## src/rtl/amba_regbank.sv

```systemverilog
`default_nettype none
// ============================================================================
// Module      : amba_regbank
// Description : Parametrised valid/ready register bank with an error response
//               for unmapped addresses and a sticky W1C interrupt status.
// Revision    : 1.0 - initial release
// ============================================================================
module amba_regbank #(
    parameter int                DATA_W    = 8,
    parameter int                ADDR_W    = 8,
    parameter logic [ADDR_W-1:0] BASE_ADDR = 'h20,
    parameter int                NUM_REGS  = 5,
    parameter int                CTRL_W    = 4
) (
    input  logic                       clk,
    input  logic                       rst,
    input  logic                       valid,
    input  logic                       write,
    input  logic [ADDR_W-1:0]          addr,
    input  logic [DATA_W-1:0]          wdata,
    output logic                       ready,
    output logic [DATA_W-1:0]          rdata,
    output logic                       err,
    output logic [NUM_REGS*DATA_W-1:0] regs_flat,
    input  logic [DATA_W-1:0]          irq_set,
    output logic                       irq
);

    localparam int                C_LAST      = NUM_REGS - 1;
    localparam logic [ADDR_W:0]   C_NUM       = (ADDR_W+1)'(NUM_REGS);
    localparam logic [DATA_W-1:0] C_CTRL_MASK = DATA_W'((2 ** CTRL_W) - 1);

    typedef enum logic [1:0] {
        S_IDLE = 2'd0,
        S_RESP = 2'd1,
        S_HOLD = 2'd2
    } state_t;

    state_t              state_q, state_d;
    logic                ready_q, ready_d;
    logic                err_q,   err_d;
    logic [DATA_W-1:0]   rdata_q, rdata_d;
    logic [DATA_W-1:0]   regs_q [NUM_REGS];
    logic [DATA_W-1:0]   regs_d [NUM_REGS];

    logic [ADDR_W-1:0]   w_off;
    logic                w_mapped;
    logic                w_wr;
    logic [NUM_REGS-1:0] w_sel;
    logic [DATA_W-1:0]   w_rd;
    logic [DATA_W-1:0]   w_clr;

    // Offset is taken at ADDR_W width; addresses below the base never wrap in.
    assign w_off    = addr - BASE_ADDR;
    assign w_mapped = (addr >= BASE_ADDR) && ({1'b0, w_off} < C_NUM);
    assign w_wr     = (state_q == S_IDLE) && valid && write && w_mapped;

    always_comb begin
        w_sel = '0;
        w_rd  = '0;
        for (int k = 0; k < NUM_REGS; k++) begin
            if ({1'b0, w_off} == (ADDR_W+1)'(k)) begin
                w_sel[k] = 1'b1;
                w_rd     = regs_q[k];
            end
        end
    end

    assign w_clr = (w_wr && w_sel[C_LAST]) ? wdata : '0;

    always_comb begin
        for (int k = 0; k < NUM_REGS; k++) begin
            regs_d[k] = regs_q[k];
            if (w_wr && w_sel[k]) begin
                regs_d[k] = (k == 0) ? (wdata & C_CTRL_MASK) : wdata;
            end
        end
        // Set pulses are ORed in after the clear so a same-cycle set survives.
        regs_d[C_LAST] = (regs_q[C_LAST] & ~w_clr) | irq_set;
    end

    always_comb begin
        state_d = state_q;
        ready_d = 1'b0;
        rdata_d = '0;
        err_d   = 1'b0;
        case (state_q)
            S_IDLE: begin
                if (valid) begin
                    state_d = S_RESP;
                    ready_d = 1'b1;
                    err_d   = !w_mapped;
                    if (!write && w_mapped) begin
                        rdata_d = w_rd;
                    end
                end
            end
            S_RESP:  state_d = S_HOLD;
            S_HOLD:  if (!valid) state_d = S_IDLE;
            default: state_d = S_IDLE;
        endcase
    end

    always_ff @(posedge clk) begin
        if (rst) begin
            state_q <= S_IDLE;
            ready_q <= 1'b0;
            rdata_q <= '0;
            err_q   <= 1'b0;
            for (int k = 0; k < NUM_REGS; k++) begin
                regs_q[k] <= '0;
            end
        end else begin
            state_q <= state_d;
            ready_q <= ready_d;
            rdata_q <= rdata_d;
            err_q   <= err_d;
            for (int k = 0; k < NUM_REGS; k++) begin
                regs_q[k] <= regs_d[k];
            end
        end
    end

    generate
        for (genvar g = 0; g < NUM_REGS; g++) begin : g_flat
            assign regs_flat[g*DATA_W +: DATA_W] = regs_q[g];
        end
    endgenerate

    assign ready = ready_q;
    assign rdata = rdata_q;
    assign err   = err_q;
    assign irq   = |regs_q[C_LAST];

endmodule
`default_nettype wire

```

## config.mk

```make
export PLATFORM = sky130hd
export DESIGN_NAME = amba_regbank
export DESIGN_NICKNAME = d
export VERILOG_FILES = /design/src/rtl/amba_regbank.sv
export SDC_FILE = /design/constraint.sdc
export NUM_CORES = 1
export LEC_CHECK = 0
export ABC_AREA = 1
export BUFFER_PORTS_ARGS = -buffer_cell sky130_fd_sc_hd__clkbuf_2
export CAP_MARGIN = 30
export CORE_AREA = 2 2 67 69
export CTS_BUF_LIST = sky130_fd_sc_hd__clkbuf_2 sky130_fd_sc_hd__clkbuf_4 sky130_fd_sc_hd__clkbuf_8
export CTS_CLUSTER_SIZE = 12
export DETAILED_ROUTE_END_ITERATION = 7
export DIE_AREA = 0 0 69 71
export HOLD_SLACK_MARGIN = 0.06
export PLACE_DENSITY = 0.85
export SYNTH_ARGS = -nofsm -noshare
export SYNTH_HDL_FRONTEND = slang
export SYNTH_SLANG_ARGS = --single-unit
```

## constraint.sdc

```tcl
create_clock -name clk -period 3.18 [get_ports clk]
set_input_delay 0.159 -clock clk [delete_from_list [all_inputs] [get_ports clk]]
set_output_delay 0.159 -clock clk [all_outputs]
set_load 0.1 [all_outputs]
```

==> metrics.yaml, run 1 <==
status: "finished, final reports clean"
antenna_left: 0
ys_seq_area_frac: 0.4315
tightestPinTransition_ps: 642.2
grt_usage: 0.2306
worstHoldPathType: "primary input to register"
initial_core_util: 0.5298
drive_gt1_frac: 0.2713
p_comb_frac: 0.157
synthCells: 306
crit_fanout: 14
swShare: 0.2999
place_hpwl_um: 4324
tns_ps: 0
synth_commonest_cells: "nand2_1 (79), dfxtp_1 (48), nor2_1 (37), a21oi_1 (31), inv_1 (25)"
row_count: 24
p_per_area_mw_per_mm2: 419.5
drc_errors: 0
timing.final.ws_setup_ps: 1352
antenna_found_initial: 0
fin_crit_ps: 1828
syn_avg_cell_area_um2: 7.278
internal-power_w: 0.0007849
cts_sinks: 48
synth-main-ff-cell: "dfxtp_1"
power.leakage_nw: 1.284
layout.nets: 407
cts_buffer_depth: 2
synth_area_mm2: 0.002227
dr.first_iter.drc_count: 182
relSlewSlack: 0.5719
period_share: 0.5749
yosysTopAreaCell: "dfxtp_1"
place_ws_ps: 1300
ys_ff_latch: 48
num_vias: 2252
cts_made_buffers: 5
crit_path_start_kind: "register"
drv_slew: 0
clkTransAtPathRegs_ps: 80
post_cts_buffers: 0
yosysMostFrequentCell: "nand2_1"
critPathCaptureType: "register"
rsz0062_at_grt: "no"
core-area_mm2: 0.004204
vdd_drop_max_v: 0.0002491
overflow: 0
grt_pass1_vias: 2080
io_buffers: 74
synth_top_area_frac: 0.4315
io_pins: 79
die_y_um: 71
power_switching_w: 0.0003362
area_growth_pct: 20.00
p_seq_frac: 0.554
synth_cell_types: 29
crit_type: "register to register"
grt_first_pass_wirelength_um: 9197
cts_tree: "built"
worstSkewPairLatency_ps: 300
finalWeightedCongestion: 0.8569
htree_levels: 2
drv_cap: 0
viasPerCell: 5.262
die_area_mm2: 0.004899
fin_util: 0.6357
n_antenna_cell: 0
synth_edf_count: 0
die_width_um: 69
root_buffer: "clkbuf_8"
grt_max_degree: 29
required_ps: 3380
power.share.clock: 0.289
netlist_top_cells_area: "dfxtp_1 (43%), nand2_1 (13%), a21oi_1 (7.0%)"
synth_warnings: 0
post_cts_resized: 0
setup_viol: 0
routed_wl_um: 5738
drt_first_pass_iters: 4
hold_buffers: 0
hold_viol_final: 0
wire_per_inst_um: 13.41
critical_path_arrival_ps: 2030
finalClockSkew_ps: 9.970
power.total_w: 0.001121
synthArstFlopShare: 0
max_freq_mhz: 547.0
[metal layers]
layer	up-vias	routed length, um	track usage
li1	1134	-	-
met1	1010	2418	0.2872
met2	95	2786	0.3974
met3	13	416	0.04274
met4	0	116	0.08932
met5	-	0	0
[worst max-delay path: stages (launching register included)]
cell	delay (ps)
dfxtp_1	310
nor2_1	160
and3_1	600
nand2_2	190
nor2_8	190
inv_2	110
nor2_1	120
nor2_1	60
[cell type report]
type	count	area, um2
timing repair buffer	74	370.4
fill	387	1531
multi-input combinational	217	1086
tap	52	65.06
clock buffer	5	68.82
inverter	32	121.4
sequential	48	960.9
[through the flow]
stage	hold WS (ps)	cell area (um2)	std cells
3_5_place_dp	381.4	2604	423
2_1_floorplan	293.0	2238	309
3_3_place_gp	387.3	2604	423
6_report	76.29	2673	428
4_1_cts	75.90	2673	428
5_1_grt	87.71	2673	428
[placed cells by master, fill, tap and decap left out]
cell type	Yosys	layout
conb_1	1	4
o21bai_1	5	5
nor2_1	37	37
nand3_1	18	18
ha_1	1	1
clkbuf_2	0	74
dfxtp_1	48	48
a21oi_1	31	31
nor4_1	2	2
a31oi_1	2	2
nand3_2	1	1
inv_2	6	6
clkbuf_8	0	5
o21ai_2	1	1
nor2_4	3	3
nor2_8	2	2
and3_1	1	1
nor2_2	2	2
nand2_2	3	3
nand3_4	2	2
nand2_1	79	79
nand2_4	1	1
nand4_1	12	12
nor3_4	1	1
o21ai_1	8	8
inv_1	25	25
clkinv_2	1	1
a211oi_1	1	1
[power by group through the flow]
stage / sequential, W / combinational, W / clock [W]
after global routing: 0.000622 / 0.000186 / 0.000348
after global placement: 0.000635 / 0.000174 / 0
final: 0.000621 / 0.000176 / 0.000324
after CTS: 0.000621 / 0.000176 / 0.000324
after floorplan: 0.000697 / 0.0000734 / 0
after detailed placement: 0.000635 / 0.000175 / 0
[registers in the layout (all words and copies together), names as in the netlist]
signal / count
err: 1
rdata: 8
ready: 1
regs_q: 36
state_q: 2
[path summary, 6_finish.rpt]
kind	from	endpoint	slack (ps)	cells after the start
setup / recovery	state_q[0]$_SDFFE_PP0P_	regs_q[0][27]$_SDFFE_PP0P_	1350	7
hold / removal	irq_set[0]	regs_q[0][32]$_SDFF_PP0_	80	3
setup reg to reg	state_q[0]$_SDFFE_PP0P_	regs_q[0][27]$_SDFFE_PP0P_	1350	7
hold reg to reg	state_q[1]$_SDFFE_PP0P_	state_q[1]$_SDFFE_PP0P_	450	1
[kinds of logic (layout without fill, tap and decap cells)]
kind of cell,after synthesis,in the layout,synth area share
other,1,4,0.001684
buffers and inverters,44,111,0.08595
DFF,48,48,0.4315
adders and majority gates,1,1,0.005617
AOI/OAI and AO/OA,48,48,0.1174
and+or+nand+nor,164,164,0.3579
(Power assumes the default switching activity.)
==> run 2, diff against run 1 <==
- CORE_AREA: 2 2 67 69 -> 2 2 70 72
- DIE_AREA: 0 0 69 71 -> 0 0 72 74
- PLACE_DENSITY: 0.85 -> 0.79
- clock period: 3.18 -> 1.9 ns (I/O delays scaled with it)
==> metrics.yaml, run 2 (synthesized netlist as in run 1, its figures left out) <==
path_buf_inv: 1
critPathTopFamily: "simple AND/OR/NAND/NOR gates"
drive_gt1_frac: 0.2868
die_area_mm2: 0.005328
nFillCells: 410
final_cell_mix: "nand2_1 (79), clkbuf_2 (74), dfxtp_1 (47), nor2_1 (37), a21oi_1 (31)"
clkTransAtPathRegs_ps: 90
worstSkewPairLatency_ps: 290
cp_slowest_stage_delay_ps: 460
period_share: 0.8592
crit_type: "register to register"
hold_viol_final: 0
rsz0062_at_grt: "no"
crit_path_start_kind: "register"
io_pins: 79
initial_core_util: 0.4844
place_ws_ps: 181.7
die_width_um: 72
crit_fanout: 9
tns_ps: 0
whs_ps: 68.60
overflow: 0
layout.nets: 422
finalWeightedCongestion: 0.8847
place_hpwl_um: 4495
rrSetupSlack_ps: 270
top_register: "regs_q"
routed_wl_um: 5886
cp_num_cells: 7
r2r-end: "regs_q[0][24]$_SDFFE_PP0P_"
io_buffers: 74
cts_tree: "built"
drc_errors: 0
power.total_w: 0.002087
p_per_area_mw_per_mm2: 731.8
worstHoldPathType: "primary input to register"
hp-start: "valid"
grt_pass1_vias: 2049
drv_slew: 0
row_count: 25
relSlewSlack: 0.6313
cp_common_cell: "nor2_1"
final_common_cell: "nand2_1"
cts_made_buffers: 5
n_antenna_cell: 0
r2r_start: "state_q[0]$_SDFFE_PP0P_"
crit_slowest_cell: "and3_1"
status: "finished, final reports clean"
max_freq_mhz: 612.6
root_buffer: "clkbuf_8"
finalClockSkew_ps: 10.29
antenna_found_initial: 0
dr.first_iter.drc_count: 189
power.leakage_nw: 1.378
largest_reg_flops: 36
core-area_mm2: 0.004598
vdd_drop_max_v: 0.0004423
cts_sinks: 48
setup_viol: 0
fin_crit_ps: 1633
required_ps: 2100
timing.final.ws_setup_ps: 267.5
wire_per_inst_um: 13.14
tightestPinTransition_ps: 555.4
grt_usage: 0.2300
drt_first_pass_iters: 4
cts_buffer_depth: 2
grt_max_degree: 28
num_vias: 2332
antenna_left: 0
post_cts_resized: 0
drv_cap: 0
htree_levels: 2
critPathCaptureType: "register"
area_growth_pct: 28.03
worstPathCellList: "nor2_1 -> and3_1 -> nand2_2 -> nor2_8 -> inv_2 -> nor2_1 -> nor2_1"
crit_path_end: "regs_q[0][24]$_SDFFE_PP0P_"
grt_first_pass_wirelength_um: 9549
critical_path_arrival_ps: 1830
die_y_um: 74
r2r_cells: 7
crit_path_start: "state_q[0]$_SDFFE_PP0P_"
viasPerCell: 5.205
-- run 2: cell count changes in the layout (fill, tap and decap cells not counted) --
| cell | change |
|---|---|
| dlygate4sd3_1 | +8 |
| buf_4 | +7 |
| bufinv_16 | +1 |
| clkbuf_4 | +1 |
| clkinv_2 | +1 |
| dfxtp_1 | -1 |
| dfxtp_2 | +1 |
-- run 2: worst min-delay path by stage --
stage,endpoint,slack (ps),cells after the start
floorplan,regs_q[0][36]$_SDFF_PP0_,220,2
global placement,regs_q[0][36]$_SDFF_PP0_,320,3
detailed placement,regs_q[0][36]$_SDFF_PP0_,320,3
CTS,state_q[1]$_SDFFE_PP0P_,60,3
global route,regs_q[0][11]$_SDFFE_PP0P_,110,3
finish,state_q[1]$_SDFFE_PP0P_,70,3
-- run 2: cell type report --
type / instances / area [um2] / share of cell area
Clock buffer: 6 / 76.32 / 0.02677
Clock inverter: 2 / 35.03 / 0.01229
Inverter: 32 / 121.4 / 0.04256
Multi-Input combinational cell: 217 / 1086 / 0.3809
Sequential cell: 48 / 962.2 / 0.3374
Tap cell: 54 / 67.56 / 0.02369
Timing Repair Buffer: 89 / 503.0 / 0.1764
-- run 2: where the power goes --
group          switching [W]  total, W  internal [W]
combinational       0.000245  0.000313     0.0000675
sequential         0.0000162   0.00104       0.00102
clock               0.000329  0.000734      0.000405
total               0.000590   0.00209       0.00150
-- run 2: metrics by stage --
| step | util | instances | instance area, um2 |
|---|---|---|---|
| after CTS | 0.6201 | 448 | 2851 |
| after global routing | 0.6201 | 448 | 2851 |
| after detailed placement | 0.5785 | 432 | 2660 |
| final | 0.6201 | 448 | 2851 |
| after global placement | 0.5785 | 432 | 2660 |
| after floorplan | - | 309 | 2240 |
-- run 2: layer usage --
layer  vias to the layer above  global-route usage  wire length, um
met4                         0             0.07547              108
met3                        11             0.03659              437
met1                      1050              0.3104             2516
li1                       1161                   -                -
met2                       110              0.3807             2823
met5                         -                   0                0
-- run 2: repair_timing --
action | CTS | global route
setup buffers | 0 | 0
hold buffers | 8 | 0
endpoints found under the hold margin | 8 | 0
-- run 2: worst min-delay path, cell delays in order --
cell	delay, ps
clkbuf_2	100
nand2_1	60
a211oi_1	60
==> run 3, diff against run 2 <==
- CORE_AREA: 2 2 70 72 -> 2 2 90 92
- DIE_AREA: 0 0 72 74 -> 0 0 92 94
- PLACE_DENSITY: 0.79 -> not set
==> metrics.yaml, run 3 (synthesized netlist as in run 1, its figures left out) <==
row_count: 32
drv_slew: 0
layout.nets: 422
drt_first_pass_iters: 4
rrSetupSlack_ps: 260
path_buf_inv: 1
antenna_left: 0
cts_sinks: 48
crit_type: "register to register"
crit_path_start_kind: "register"
largest_reg_flops: 36
tightestPinTransition_ps: 561.8
wl_met1_um: 2914
viasPerCell: 4.623
grt_max_degree: 28
vdd_drop_max_v: 0.0002950
route.top_layer_used: "met4"
place_hpwl_um: 5127
crit_slowest_cell: "and3_1"
dr_wl_met3_um: 263
overflow: 0
finalWeightedCongestion: 0.8802
final_common_cell: "nand2_1"
critical_path_arrival_ps: 1830
power.leakage_nw: 1.378
final_cell_mix: "nand2_1 (79), clkbuf_2 (74), dfxtp_1 (47), nor2_1 (37), a21oi_1 (31)"
critPathTopFamily: "simple AND/OR/NAND/NOR gates"
cp_common_cell: "nor2_1"
area_growth_pct: 30.73
nFillCells: 805
critPathCaptureType: "register"
multiInputGateArea_mm2: 0.001086
worstHoldPathType: "primary input to register"
die_area_mm2: 0.008648
n_antenna_cell: 0
worstSkewPairLatency_ps: 290
cts_tree: "built"
rsz0062_at_grt: "no"
clkTransAtPathRegs_ps: 90
relSlewSlack: 0.6271
max_freq_mhz: 610.5
required_ps: 2100
wire_per_inst_um: 13.17
hold_viol_final: 0
cp_slowest_stage_delay_ps: 440
drive_gt1_frac: 0.2868
grt_first_pass_wirelength_um: 10010
io_pins: 79
htree_levels: 2
drv_cap: 0
grt_usage: 0.1484
cts_made_buffers: 5
grt_pass1_vias: 2106
drc_errors: 0
fin_crit_ps: 1638
p_per_area_mw_per_mm2: 716.5
finalClockSkew_ps: 6.676
initial_core_util: 0.2928
tns_ps: 0
setup_viol: 0
worstPathCellList: "nor2_1 -> and3_1 -> nand2_2 -> nor2_8 -> inv_2 -> nor2_1 -> nor2_1"
seq_area_um2: 962.2
routed_wl_um: 6533
antenna_found_initial: 0
num_vias: 2293
die_width_um: 92
crit_fanout: 9
die_y_um: 94
top_register: "regs_q"
wl_met2_um: 3201
io_buffers: 74
cts_buffer_depth: 2
status: "finished, final reports clean"
fin_util: 0.3827
root_buffer: "clkbuf_8"
core-area_mm2: 0.007607
dr.first_iter.drc_count: 141
period_share: 0.8621
run 3: tightest hold or removal path: stages:
cell,delay [ps]
clkbuf_2,100
nand2_1,60
a211oi_1,60
run 3: final timing paths:
path                           startpoint                          to  cells after the start
hold / removal                      valid     state_q[1]$_SDFFE_PP0P_                      3
setup reg to reg  state_q[0]$_SDFFE_PP0P_  regs_q[0][25]$_SDFFE_PP0P_                      7
setup / recovery  state_q[0]$_SDFFE_PP0P_  regs_q[0][25]$_SDFFE_PP0P_                      7
hold reg to reg   state_q[1]$_SDFFE_PP0P_     state_q[1]$_SDFFE_PP0P_                      1
run 3: cell type report:
| type | instances | share of cell area |
|---|---|---|
| multi-input cells | 217 | 0.3730 |
| flip-flops and latches | 48 | 0.3305 |
| repair buffers | 89 | 0.1728 |
| well taps | 102 | 0.04383 |
| inverters | 32 | 0.04168 |
| clock buffers | 6 | 0.02621 |
| clock inverters | 2 | 0.01203 |
run 3: where the power goes:
group | switching (W) | internal, W
sequential | 0.0000164 | 0.00102
clock | 0.000327 | 0.000405
combinational | 0.000247 | 0.0000674
run 3: metal layers:
metal,up-vias,GRT usage
met3,14,0.03050
li1,1157,-
met4,0,0.05473
met2,61,0.2580
met1,1061,0.1813
met5,-,0
run 3: repair_timing:
item / in CTS / in global routing
setup buffers: 0 / 0
resized for setup: 0 / 0
hold buffers: 8 / 0
hold endpoints to repair: 8 / 0
run 3: stage by stage:
| step | hold WS [ps] | instance area, um2 | total power (W) | setup WS [ps] | std cells |
|---|---|---|---|---|---|
| finish | 76.39 | 2912 | 0.002086 | 262.0 | 496 |
| global placement | 325.3 | 2720 | 0.001363 | 233.1 | 480 |
| detailed placement | 321.3 | 2720 | 0.001366 | 120.9 | 480 |
| CTS | 66.45 | 2912 | 0.002105 | 236.5 | 496 |
| floorplan | 221.5 | 2240 | 0.001291 | 3.064 | 309 |
| global route | 78.04 | 2912 | 0.002160 | 128.9 | 496 |
